<file path="src/rtl/lfsr_prog.sv">
// Runtime-programmable Fibonacci LFSR with handshake-loaded taps/seed,
// zero-state lock-up recovery and a period-measurement engine.
module lfsr_prog #(
    parameter int               WIDTH        = 8,
    parameter logic [WIDTH-1:0] DEFAULT_TAPS = (WIDTH'(1) << (WIDTH-1)) | WIDTH'(1),
    parameter logic [WIDTH-1:0] DEFAULT_SEED = WIDTH'(1),
    parameter int               CNT_W        = 16
) (
    input  logic             i_clk,
    input  logic             i_reset,
    input  logic             i_en,
    input  logic             i_cfg_valid,
    output logic             o_cfg_ready,
    input  logic [WIDTH-1:0] i_cfg_taps,
    input  logic [WIDTH-1:0] i_cfg_seed,
    input  logic             i_meas_start,
    output logic [WIDTH-1:0] o_lfsr,
    output logic             o_bit_out,
    output logic             o_lockup,
    output logic [CNT_W-1:0] o_period,
    output logic             o_period_valid
);

    typedef enum logic {
        ST_RUN     = 1'b0,
        ST_MEASURE = 1'b1
    } state_t;

    state_t           r_state;
    state_t           w_state_nxt;
    logic [WIDTH-1:0] r_lfsr;
    logic [WIDTH-1:0] r_taps;
    logic [WIDTH-1:0] r_seed;
    logic [WIDTH-1:0] r_ref;
    logic [WIDTH-1:0] w_ref_nxt;
    logic [CNT_W-1:0] r_cnt;
    logic [CNT_W-1:0] w_cnt_nxt;
    logic [CNT_W-1:0] w_cnt_inc;
    logic [CNT_W-1:0] r_period;
    logic [CNT_W-1:0] w_period_nxt;
    logic             r_period_valid;
    logic             w_period_valid_nxt;
    logic             r_lockup;

    logic             w_cfg_ready;
    logic             w_cfg_xfer;
    logic [WIDTH-1:0] w_cfg_seed;
    logic             w_fb;
    logic [WIDTH-1:0] w_shift;
    logic             w_recover;

    assign w_cfg_ready = (r_state == ST_RUN);
    assign w_cfg_xfer  = i_cfg_valid & w_cfg_ready;
    // A zero seed would lock the register up immediately, so substitute the default.
    assign w_cfg_seed  = (i_cfg_seed == '0) ? DEFAULT_SEED : i_cfg_seed;

    assign w_fb      = ^(r_lfsr & r_taps);
    assign w_shift   = {r_lfsr[WIDTH-2:0], w_fb};
    assign w_recover = ~w_cfg_xfer & i_en & (r_lfsr == '0);
    assign w_cnt_inc = r_cnt + CNT_W'(1);

    always_ff @(posedge i_clk or posedge i_reset) begin
        if (i_reset) begin
            r_lfsr   <= DEFAULT_SEED;
            r_taps   <= DEFAULT_TAPS;
            r_seed   <= DEFAULT_SEED;
            r_lockup <= 1'b0;
        end else begin
            r_lockup <= w_recover;
            if (w_cfg_xfer) begin
                r_taps <= i_cfg_taps;
                r_seed <= w_cfg_seed;
                r_lfsr <= w_cfg_seed;
            end else if (w_recover) begin
                r_lfsr <= r_seed;
            end else if (i_en) begin
                r_lfsr <= w_shift;
            end
        end
    end

    always_ff @(posedge i_clk or posedge i_reset) begin
        if (i_reset) begin
            r_state        <= ST_RUN;
            r_ref          <= '0;
            r_cnt          <= '0;
            r_period       <= '0;
            r_period_valid <= 1'b0;
        end else begin
            r_state        <= w_state_nxt;
            r_ref          <= w_ref_nxt;
            r_cnt          <= w_cnt_nxt;
            r_period       <= w_period_nxt;
            r_period_valid <= w_period_valid_nxt;
        end
    end

    always_comb begin
        w_state_nxt        = r_state;
        w_ref_nxt          = r_ref;
        w_cnt_nxt          = r_cnt;
        w_period_nxt       = r_period;
        w_period_valid_nxt = r_period_valid;

        if (w_cfg_xfer) begin
            w_period_valid_nxt = 1'b0;
        end

        case (r_state)
            ST_RUN: begin
                if (i_meas_start && !w_cfg_xfer) begin
                    w_ref_nxt          = r_lfsr;
                    w_cnt_nxt          = '0;
                    w_period_valid_nxt = 1'b0;
                    w_state_nxt        = ST_MEASURE;
                end
            end
            ST_MEASURE: begin
                // Match is tested on the shifted value, so a recovery reload of the
                // reference seed reports a lock-up rather than a bogus period.
                if (i_en) begin
                    if (w_shift == r_ref) begin
                        w_period_nxt       = w_cnt_inc;
                        w_period_valid_nxt = 1'b1;
                        w_state_nxt        = ST_RUN;
                    end else if (&w_cnt_inc) begin
                        w_period_nxt       = '1;
                        w_period_valid_nxt = 1'b1;
                        w_state_nxt        = ST_RUN;
                    end else if (w_recover) begin
                        w_period_nxt       = '0;
                        w_period_valid_nxt = 1'b1;
                        w_state_nxt        = ST_RUN;
                    end else begin
                        w_cnt_nxt = w_cnt_inc;
                    end
                end
            end
            default: begin
                w_state_nxt = ST_RUN;
            end
        endcase
    end

    assign o_cfg_ready    = w_cfg_ready;
    assign o_lfsr         = r_lfsr;
    assign o_bit_out      = r_lfsr[WIDTH-1];
    assign o_lockup       = r_lockup;
    assign o_period       = r_period;
    assign o_period_valid = r_period_valid;

endmodule

</file>
<file path="config.mk">
export PLATFORM = sky130hd
export DESIGN_NAME = lfsr_prog
export DESIGN_NICKNAME = d
export VERILOG_FILES = /design/src/rtl/lfsr_prog.sv
export SDC_FILE = /design/constraint.sdc
export NUM_CORES = 1
export LEC_CHECK = 0
export CAP_MARGIN = 10
export CELL_PAD_IN_SITES_DETAIL_PLACEMENT = 1
export CELL_PAD_IN_SITES_GLOBAL_PLACEMENT = 1
export CORE_MARGIN = 4
export CORE_UTILIZATION = 23
export DETAILED_ROUTE_END_ITERATION = 8
export PLACE_DENSITY = 0.51
export SLEW_MARGIN = 15
export SYNTH_ARGS = -nofsm -noshare
export SYNTH_HDL_FRONTEND = slang
export SYNTH_SLANG_ARGS = --single-unit
</file>
<file path="constraint.sdc">
create_clock -name i_clk -period 2.89 [get_ports i_clk]
set_input_delay 0.867 -clock i_clk [delete_from_list [all_inputs] [get_ports i_clk]]
set_output_delay 0.867 -clock i_clk [all_outputs]
set_load 0.05 [all_outputs]
</file>
==> results of run 1 <==
==> final cells by class <==
class	count	share of cell area, %
flip-flops and latches	67	33.2
clock buffers	14	5.21
inverters	12	0.889
clock inverters	2	0.692
repair buffers	92	16.6
multi-input cells	295	38.1
well taps	216	5.33
==> flip-flops by register name (all words and copies together) (netlist names) <==
signal / cells
r_taps: 8
r_cnt: 16
o_period_valid: 1
o_lfsr: 8
r_seed: 8
o_lockup: 1
r_ref: 8
o_period: 16
r_state: 1
==> power groups by stage <==
stage          sequential (mW)  combinational [mW]  clock, mW
6_report                  1.63                3.06       1.13
5_1_grt                   1.70                3.29       1.19
4_1_cts                   1.63                3.10       1.15
3_5_place_dp              1.64                3.08          0
3_3_place_gp              1.63                3.02          0
2_1_floorplan             2.11                1.50          0
==> layer usage <==
metal	vias up	track usage [%]	wire [µm]
li1	1579	-	-
met3	13	2.79	377
met5	-	0	0
met1	1627	18.8	5870
met2	74	23.7	5870
met4	0	3.36	164
==> critical path, stage by stage <==
cell	delay, ps
clkdlybuf4s50_1	460
nor2b_1	170
or4_4	440
nor4_4	300
buf_4	180
a21oi_4	50
a31oi_2	240
buf_4	200
a221o_1	160
==> repair_timing <==
item,in CTS,in global routing
pin swaps,0,2
gates resized for setup,1,11
setup endpoints to repair,8,26
==> worst min-delay path by stage <==
| stage | end |
|---|---|
| after floorplan | r_taps[0] |
| after global placement | r_taps[0] |
| after detailed placement | r_taps[0] |
| after CTS | r_taps[0] |
| after global routing | r_taps[7] |
| final | r_taps[0] |
==> cell families after synthesis <==
family | after synthesis | synth area share [%]
xor gates and xnor gates | 28 | 8.07
and+or+nand+nor | 164 | 20.8
adders and majority gates | 2 | 0.673
muxes | 10 | 2.99
DFF | 67 | 45.2
AOI/OAI and AO/OA | 91 | 18.1
buffers and inverters | 35 | 4.17
==> per-stage QoR <==
stage	setup TNS, ps	power (mW)	hold WS, ps
3_3_place_gp	-6900	4.65	454
5_1_grt	0	6.18	483
3_5_place_dp	-8720	4.72	456
4_1_cts	0	5.88	465
2_1_floorplan	0	3.60	439
6_report	0	5.82	463
==> placed cells by master (no fill, tap or decap), drive strengths merged, types with 10 or more instances in the layout <==
cell type       n
a21oi          16
and3           14
buf            45
clkbuf         14
clkdlybuf4s50  46
dfrtp          63
inv            12
nand2          77
nand3          10
nor2           25
nor3           13
o21ai          21
xnor2          17
==> results.md, run 1 <==
* Vias in the first global route at 3625
* Seq/Total Area, Yosys at a little under half
* Synth top area share at about 42%
* Cts-stage hold buffer count at 0
* Drt via density at 4.72
* GRT Resource Usage Total at 14.1%
* Die Ht at roughly 140 µm
* Top cells by count, synth: nand2_1, dfrtp_1, nor2_1
* Highest clock rate at 358 MHz
* Placed Cells at ~680
* Clock Tree Root: clkbuf_16
* Mapped Nets at 420
* Critical R2R Launch: r_cnt[0]
* Flop pwr share at about 28%
* Worst Setup End Kind: flip-flop
* Worst Hold Launch: r_taps[0]
* Clock buffer depth at 2
* Critical Path RT at approximately 3200 ps
* Worst Setup SP: i_cfg_valid
* NetSw at 2.52 mW
* Place WS at -382 ps
* First-pass GRT wire length at ~20000 µm
* Startpoint types: input port
* R2R cell count at 10
* PwrDens at roughly 1100 mW/mm²
* EDFF count, synth at 0
* Actual slew at the worst max-slew pin at 525 ps
* Pre-Repair DR Iteration Count at 4
* Netlist cell types at 56
* Initial antenna violation count at 0
* Final Hold Viols at 0
* Status: finished, final reports clean
* Placed inst area at 0.00471 mm²
* Max Slew Vio Count at 0
* Tcrit/Tclk final at between 90% and 100%
* Maximum vdd drop at roughly 0.54 mV
* HPWL reported at the end of detailed placement at 9060 µm
* Antenna-violating nets left at 0
* Largest net degree at the start of global routing at 68
* Setup CP Type: in2reg
* Leak Pwr at ~2.1 nW
* Worst setup path endpoint: r_cnt[0]
* Internal power at about 3.3 mW
* Die X at 135 µm
* Multi-input gate area at 0.00193 mm²
* PnR worst setup slack at 101 ps
* Grt total ovfl at 0
* Initial DRC Count at roughly 130
* # rows at 46
* Post-synth top area cell: dfrtp_1
* Core area at around 0.016 mm²
* Final setup fails at 0
* RR Endpoint: r_cnt[6]
* RePlAce Congestion at around 0.8
* Design area at 0.00507 mm²
* Worst Path Max Fanout at 8
* RSZ-0062 raised after global routing: no
* Routed wire length at 12300 µm
* DRC at 0
* R2R setup slack at roughly 170 ps
* Synth Flop Type: dfrtp_1
* TritonCTS clock tree: built
* Syn_area_per_cell at 9.37 µm²
* Total die area at 0.0183 mm²
* Comb pwr share at a little over half
* Hold path depth at 2
* Relative slew slack at 64.7%
* Vias at around 3300
* Utilization after layout at between 30% and 40%
* Fraction of layout cells with a size suffix above 1 at approximately a fifth
* Most frequent cell after synthesis: nand2_1
* Htree depth at 3
* Cells after Synth at between 300 and 400
* Register Area at between 0.0015 and 0.002 mm²
* Fin nets at 500
* Asr flop ratio synth at 100%
* Io pins at 49
* Worst skew pair latency at between 300 and 400 ps
* Max-Cap Viols at 0
* Ant diodes at 0
* # fillers at roughly 1800
* Routed wire length per instance at 17.6 µm
* Worst hold path class: reg2reg
* Sw Share at a little over two fifths
* Clock slew at reported path FFs at ~60 ps
* Number of CTS-inserted buffers at 9
* Port bufs at between 40 and 50
* Seq cells post-synth at 67
* Crit path DAT at around 3100 ps
* Initial Utilization at 23.4%
* Syn Std Cell Area at 0.00372 mm²
* Top cells by area, synth: dfrtp_1, nand2_1, xnor2_1, dfstp_2, mux2_2
* Worst Skew at between 10 and 15 ps
* Final worst path period need at about 2800 ps
* CTS sink cnt at 67
* Non-filler cells, final at approximately 700
* Synth-to-Final Area Change at 36.2%
* Power share of the clock group at 19.3%
* YS warnings at 0
* Post-CTS Setup Inserts at 0
Note: power is estimated with default switching activity, not from simulation.
==> run 2, diff against run 1 <==
--- a/config.mk
+++ b/config.mk
@@ -12,6 +12,7 @@
 export CORE_UTILIZATION = 23
 export DETAILED_ROUTE_END_ITERATION = 8
 export PLACE_DENSITY = 0.51
+export SETUP_SLACK_MARGIN = 0.05
 export SLEW_MARGIN = 15
 export SYNTH_ARGS = -nofsm -noshare
 export SYNTH_HDL_FRONTEND = slang
==> results.md, run 2 (synthesis results as in run 1) <==
* Max Slew Vio Count at 0
* Final worst path period need at between 2000 and 3000 ps
* Actual slew at the worst max-slew pin at 520 ps
* # rows at between 40 and 50
* Hold path depth at 2
* PwrDens at ~1100 mW/mm²
* Routed wire length per instance at approximately 18 µm
* Slowest cell on the critical path: clkdlybuf4s50_1
* Final setup fails at 0
* Crit path DAT at between 1500 and 2000 ps
* Critical Path RT at slightly above 2000 ps
* Vias in the first global route at 3625
* R2R setup slack at about 190 ps
* First-pass GRT wire length at 20200 µm
* Worst Setup End Kind: output pin
* Non-filler cells, final at approximately 700
* Final Hold Viols at 0
* Leak Pwr at around 2.2 nW
* Initial Utilization at 23.4%
* Port bufs at between 40 and 50
* DR top layer: met4
* M1 WL at between 5000 and 6000 µm
* Synth-to-Final Area Change at 36.6%
* Cts-stage hold buffer count at 0
* Placed inst area at ~0.0047 mm²
* Clock Tree Root: clkbuf_16
* Maximum vdd drop at roughly 0.54 mV
* Htree depth at 3
* Critical path, cell by cell: buf_4 -> clkdlybuf4s50_1
* Delay-heaviest family, CP: buffers and inverters
* PnR worst setup slack at approximately 190 ps
* Clock slew at reported path FFs at ~50 ps
* Place WS at -382 ps
* Setup CP Type: reg2out
* DRC at 0
* Met3 wire length at about 480 µm
* Startpoint types: flip-flop
* Routed wire length at 12300 µm
* Worst Path Max Fanout at 6
* Total Power at 5.82 mW
* Die Ht at about 140 µm
* Worst Hold Launch: r_taps[0]
* Slowest stage delay, CP at around 800 ps
* Vias at 3302
* R2R cell count at 10
* Total die area at around 0.018 mm²
* RePlAce Congestion at 0.822
* Grt total ovfl at 0
* Crit path buffers/inverters at 2
* Fraction of layout cells with a size suffix above 1 at 18.9%
* Crit. path cell count at 2
* Status: finished, final reports clean
* Antenna-violating nets left at 0
* RR Endpoint: r_cnt[6]
* TritonCTS clock tree: built
* Fin nets at 500
* Most frequent cells in the layout: nand2_1, dfrtp_1, clkdlybuf4s50_1, buf_4, nor2_1
* Relative slew slack at 65.0%
* Tcrit/Tclk final at ~94%
* Number of CTS-inserted buffers at 9
* Utilization after layout at about a third
* RSZ-0062 raised after global routing: no
* Clock buffer depth at 2
* Drt via density at 4.73
* Worst hold path class: reg2reg
* Worst Setup SP: o_lfsr[0]
* WL met2 at approximately 5900 µm
* Initial DRC Count at ~140
* Most common cell after layout, fill and taps aside: nand2_1
* Design area at around 0.0051 mm²
* GRT Resource Usage Total at 14.1%
* Initial antenna violation count at 0
* Worst skew pair latency at 330 ps
* HPWL reported at the end of detailed placement at between 9000 and 10000 µm
* CTS sink cnt at 67
* Highest clock rate at 370 MHz
* Ant diodes at 0
* Core area at about 0.016 mm²
* WHS Endpoint: r_taps[0]
* Placed Cells at just under 700
* Worst Skew at between 10 and 15 ps
* Largest net degree at the start of global routing at between 60 and 70
* Critical R2R Launch: r_cnt[0]
* Io pins at slightly below 50
* Pre-Repair DR Iteration Count at 4
* Die X at approximately 140 µm
* Max-Cap Viols at 0
==> run 2: changes by cell type in the layout (fill, tap and decap cells not counted) <==
cell / previous run / this run
a31oi_4: 0 / 1
clkdlybuf4s50_1: 46 / 45
a31oi_2: 1 / 0
nand2_1: 76 / 75
nand2_2: 1 / 2
dlymetal6s2s_1: 1 / 2
==> run 2: worst reg2reg max path: stages (launching register included) <==
cell	delay, ps
dfrtp_2	450
inv_1	90
ha_1	150
nand4_1	90
or3_1	440
a2111oi_4	400
and3_4	260
nand2_2	100
buf_6	180
a311o_1	370
o211ai_1	90
==> run 2: final cells by class <==
| type | instances | area, µm² |
|---|---|---|
| fillers | 1832 | 10800 |
| inverters | 12 | 45.0 |
| clock inverters | 2 | 35.0 |
| repair buffers | 92 | 842 |
| flip-flops and latches | 67 | 1680 |
| multi-input cells | 295 | 1940 |
| well taps | 216 | 270 |
| clock buffers | 14 | 264 |
==> run 2: worst max-delay path by stage <==
stage           endpoint  slack (ps)
4_1_cts         r_cnt[0]          60
5_1_grt         r_cnt[9]          60
3_5_place_dp    r_cnt[0]        -380
2_1_floorplan   r_cnt[0]          90
6_report       o_lfsr[0]         190
3_3_place_gp   r_cnt[14]        -290
==> run 2: timing repair <==
action / in CTS / in global routing
pin swaps: 0 / 2
endpoints found under the setup margin: 12 / 34
gates cloned: 0 / 0
gates resized for setup: 1 / 14
setup buffers: 0 / 0
==> run 2: where the power goes <==
| group | internal [mW] | switching, mW |
|---|---|---|
| Clock | 0.715 | 0.408 |
| Sequential | 1.33 | 0.300 |
| Combinational | 1.26 | 1.81 |
| Total | 3.30 | 2.52 |
==> run 2: metal layers <==
metal	GRT usage (%)	up-vias
li1	-	1580
met1	18.8	1624
met2	23.7	85
met3	2.79	13
met4	3.36	0
met5	0	-
==> run 2: stage by stage <==
step                setup TNS (ps)  hold slack (ps)
finish                           0              463
global route                     0              483
CTS                              0              465
detailed placement           -8720              456
global placement             -6900              454
floorplan                        0              439
==> run 3, diff against run 2 <==
--- a/config.mk
+++ b/config.mk
@@ -11,7 +11,7 @@
 export CORE_MARGIN = 4
 export CORE_UTILIZATION = 23
 export DETAILED_ROUTE_END_ITERATION = 8
-export PLACE_DENSITY = 0.51
+export PLACE_DENSITY_LB_ADDON = 0.1
 export SETUP_SLACK_MARGIN = 0.05
 export SLEW_MARGIN = 15
 export SYNTH_ARGS = -nofsm -noshare
==> results.md, run 3 (synthesis results as in run 1) <==
* Max Slew Vio Count at 0
* Startpoint types: flip-flop
* DR top layer: met4
* Design area at between 0.005 and 0.006 mm²
* Placed inst area at around 0.0047 mm²
* Most common cell after layout, fill and taps aside: nand2_1
* Critical Path RT at ~2000 ps
* TritonCTS clock tree: built
* Total die area at 0.0183 mm²
* Pre-Repair DR Iteration Count at 4
* Crit path DAT at ~1900 ps
* Port bufs at 48
* Worst Setup End Kind: output pin
* Final Hold Viols at 0
* Worst Path Max Fanout at 6
* Initial Utilization at a little under a quarter
* Worst hold path class: reg2reg
* Clock slew at reported path FFs at 60 ps
* Vias in the first global route at 3547
* Die X at 135 µm
* Met3 wire length at between 300 and 400 µm
* Initial DRC Count at ~120
* Worst skew pair latency at about 340 ps
* Tcrit/Tclk final at 94.0%
* Leak Pwr at about 2.2 nW
* Clock Tree Root: clkbuf_16
* RSZ-0062 raised after global routing: yes
* PnR worst setup slack at ~170 ps
* Relative slew slack at between 50 and 60%
* Max-Cap Viols at 0
* Ant diodes at 0
* Slowest cell on the critical path: clkdlybuf4s50_1
* First-pass GRT wire length at ~21000 µm
* M1 WL at 5960 µm
* Initial antenna violation count at 0
* Routed wire length per instance at between 15 and 20 µm
* Number of CTS-inserted buffers at 9
* Most frequent cells in the layout: nand2_1, dfrtp_1, clkdlybuf4s50_1, buf_4, nor2_1
* Routed wire length at 12600 µm
* R2R setup slack at 230 ps
* Actual slew at the worst max-slew pin at ~630 ps
* Status: finished, final reports clean
* Cts-stage hold buffer count at 0
* Fin nets at 500
* Highest clock rate at between 300 and 400 MHz
* Core area at roughly 0.016 mm²
* Die Ht at around 140 µm
* Synth-to-Final Area Change at 37.3%
* Critical R2R Launch: r_cnt[1]
* CTS sink cnt at 67
* HPWL reported at the end of detailed placement at 9260 µm
* Drt via density at approximately 4.7
* RePlAce Congestion at between 0.7 and 0.8
* Worst Setup SP: o_lfsr[0]
* R2R cell count at 10
* Largest net degree at the start of global routing at between 60 and 70
* Grt total ovfl at 0
* Slowest stage delay, CP at 820 ps
* Worst setup path endpoint: o_lfsr[0]
* Htree depth at 3
* PwrDens at 1130 mW/mm²
* Fraction of layout cells with a size suffix above 1 at 19.5%
* Critical path, cell by cell: buf_4 -> clkdlybuf4s50_1
* Worst Skew at roughly 5.3 ps
* RR Endpoint: r_cnt[4]
* Placed Cells at approximately 680
* Clock buffer depth at 2
* GRT Resource Usage Total at between 10 and 15%
* Setup CP Type: reg2out
* WL met2 at around 6200 µm
* Antenna-violating nets left at 0
* DRC at 0
* Place WS at -323 ps
* Final setup fails at 0
* Maximum vdd drop at roughly 0.63 mV
* Vias at 3289
* # rows at 46
* Final worst path period need at 2720 ps
* Non-filler cells, final at between 600 and 700
* Io pins at approximately 50
-- run 3: layout make-up --
type | instances | area (µm²)
clock inverters | 2 | 35.0
repair buffers | 92 | 855
fillers | 1830 | 10800
multi-input cells | 295 | 1960
clock buffers | 14 | 264
inverters | 12 | 45.0
flip-flops and latches | 67 | 1680
well taps | 216 | 270
-- run 3: per-layer routing --
| layer | vias up | GRT usage (%) |
|---|---|---|
| li1 | 1582 | - |
| met1 | 1644 | 19.6 |
| met5 | - | 0 |
| met2 | 53 | 24.2 |
| met4 | 0 | 3.47 |
| met3 | 10 | 3.75 |
-- run 3: worst max-delay path, delay by kind of cell (launching register included) --
family	cells	cell delay, ps
buffers and inverters	2	980
DFF	1	530
-- run 3: worst min-delay path by stage --
stage / start / endpoint / cells after the start
detailed placement: r_taps[7] / r_taps[7] / 2
finish: r_taps[0] / r_taps[0] / 2
CTS: r_taps[0] / r_taps[0] / 2
global placement: r_taps[7] / r_taps[7] / 2
global route: r_taps[0] / r_taps[0] / 2
floorplan: r_taps[0] / r_taps[0] / 2
-- run 3: where the power goes --
group / total, mW / leakage, nW / switching [mW] / internal (mW)
Clock: 1.13 / 0.147 / 0.414 / 0.715
Combinational: 3.04 / 1.17 / 1.79 / 1.25
Sequential: 1.62 / 0.838 / 0.289 / 1.33
-- run 3: through the flow --
stage                     utilization [%]  TNS [ps]  power (mW)  hold slack [ps]
after floorplan                         -         0        3.60              439
after global placement               29.8     -7200        4.66              454
after detailed placement             29.8     -8150        4.67              458
after CTS                            31.7         0        5.86              467
after global routing                 32.2         0        6.18              483
final                                32.2         0        5.79              461
-- run 3: timing repair --
| action | in CTS | in global routing |
|---|---|---|
| pin swaps | 0 | 3 |
| buffers inserted | 0 | 0 |
| setup endpoints to repair | 12 | 29 |
| resized for setup | 2 | 15 |
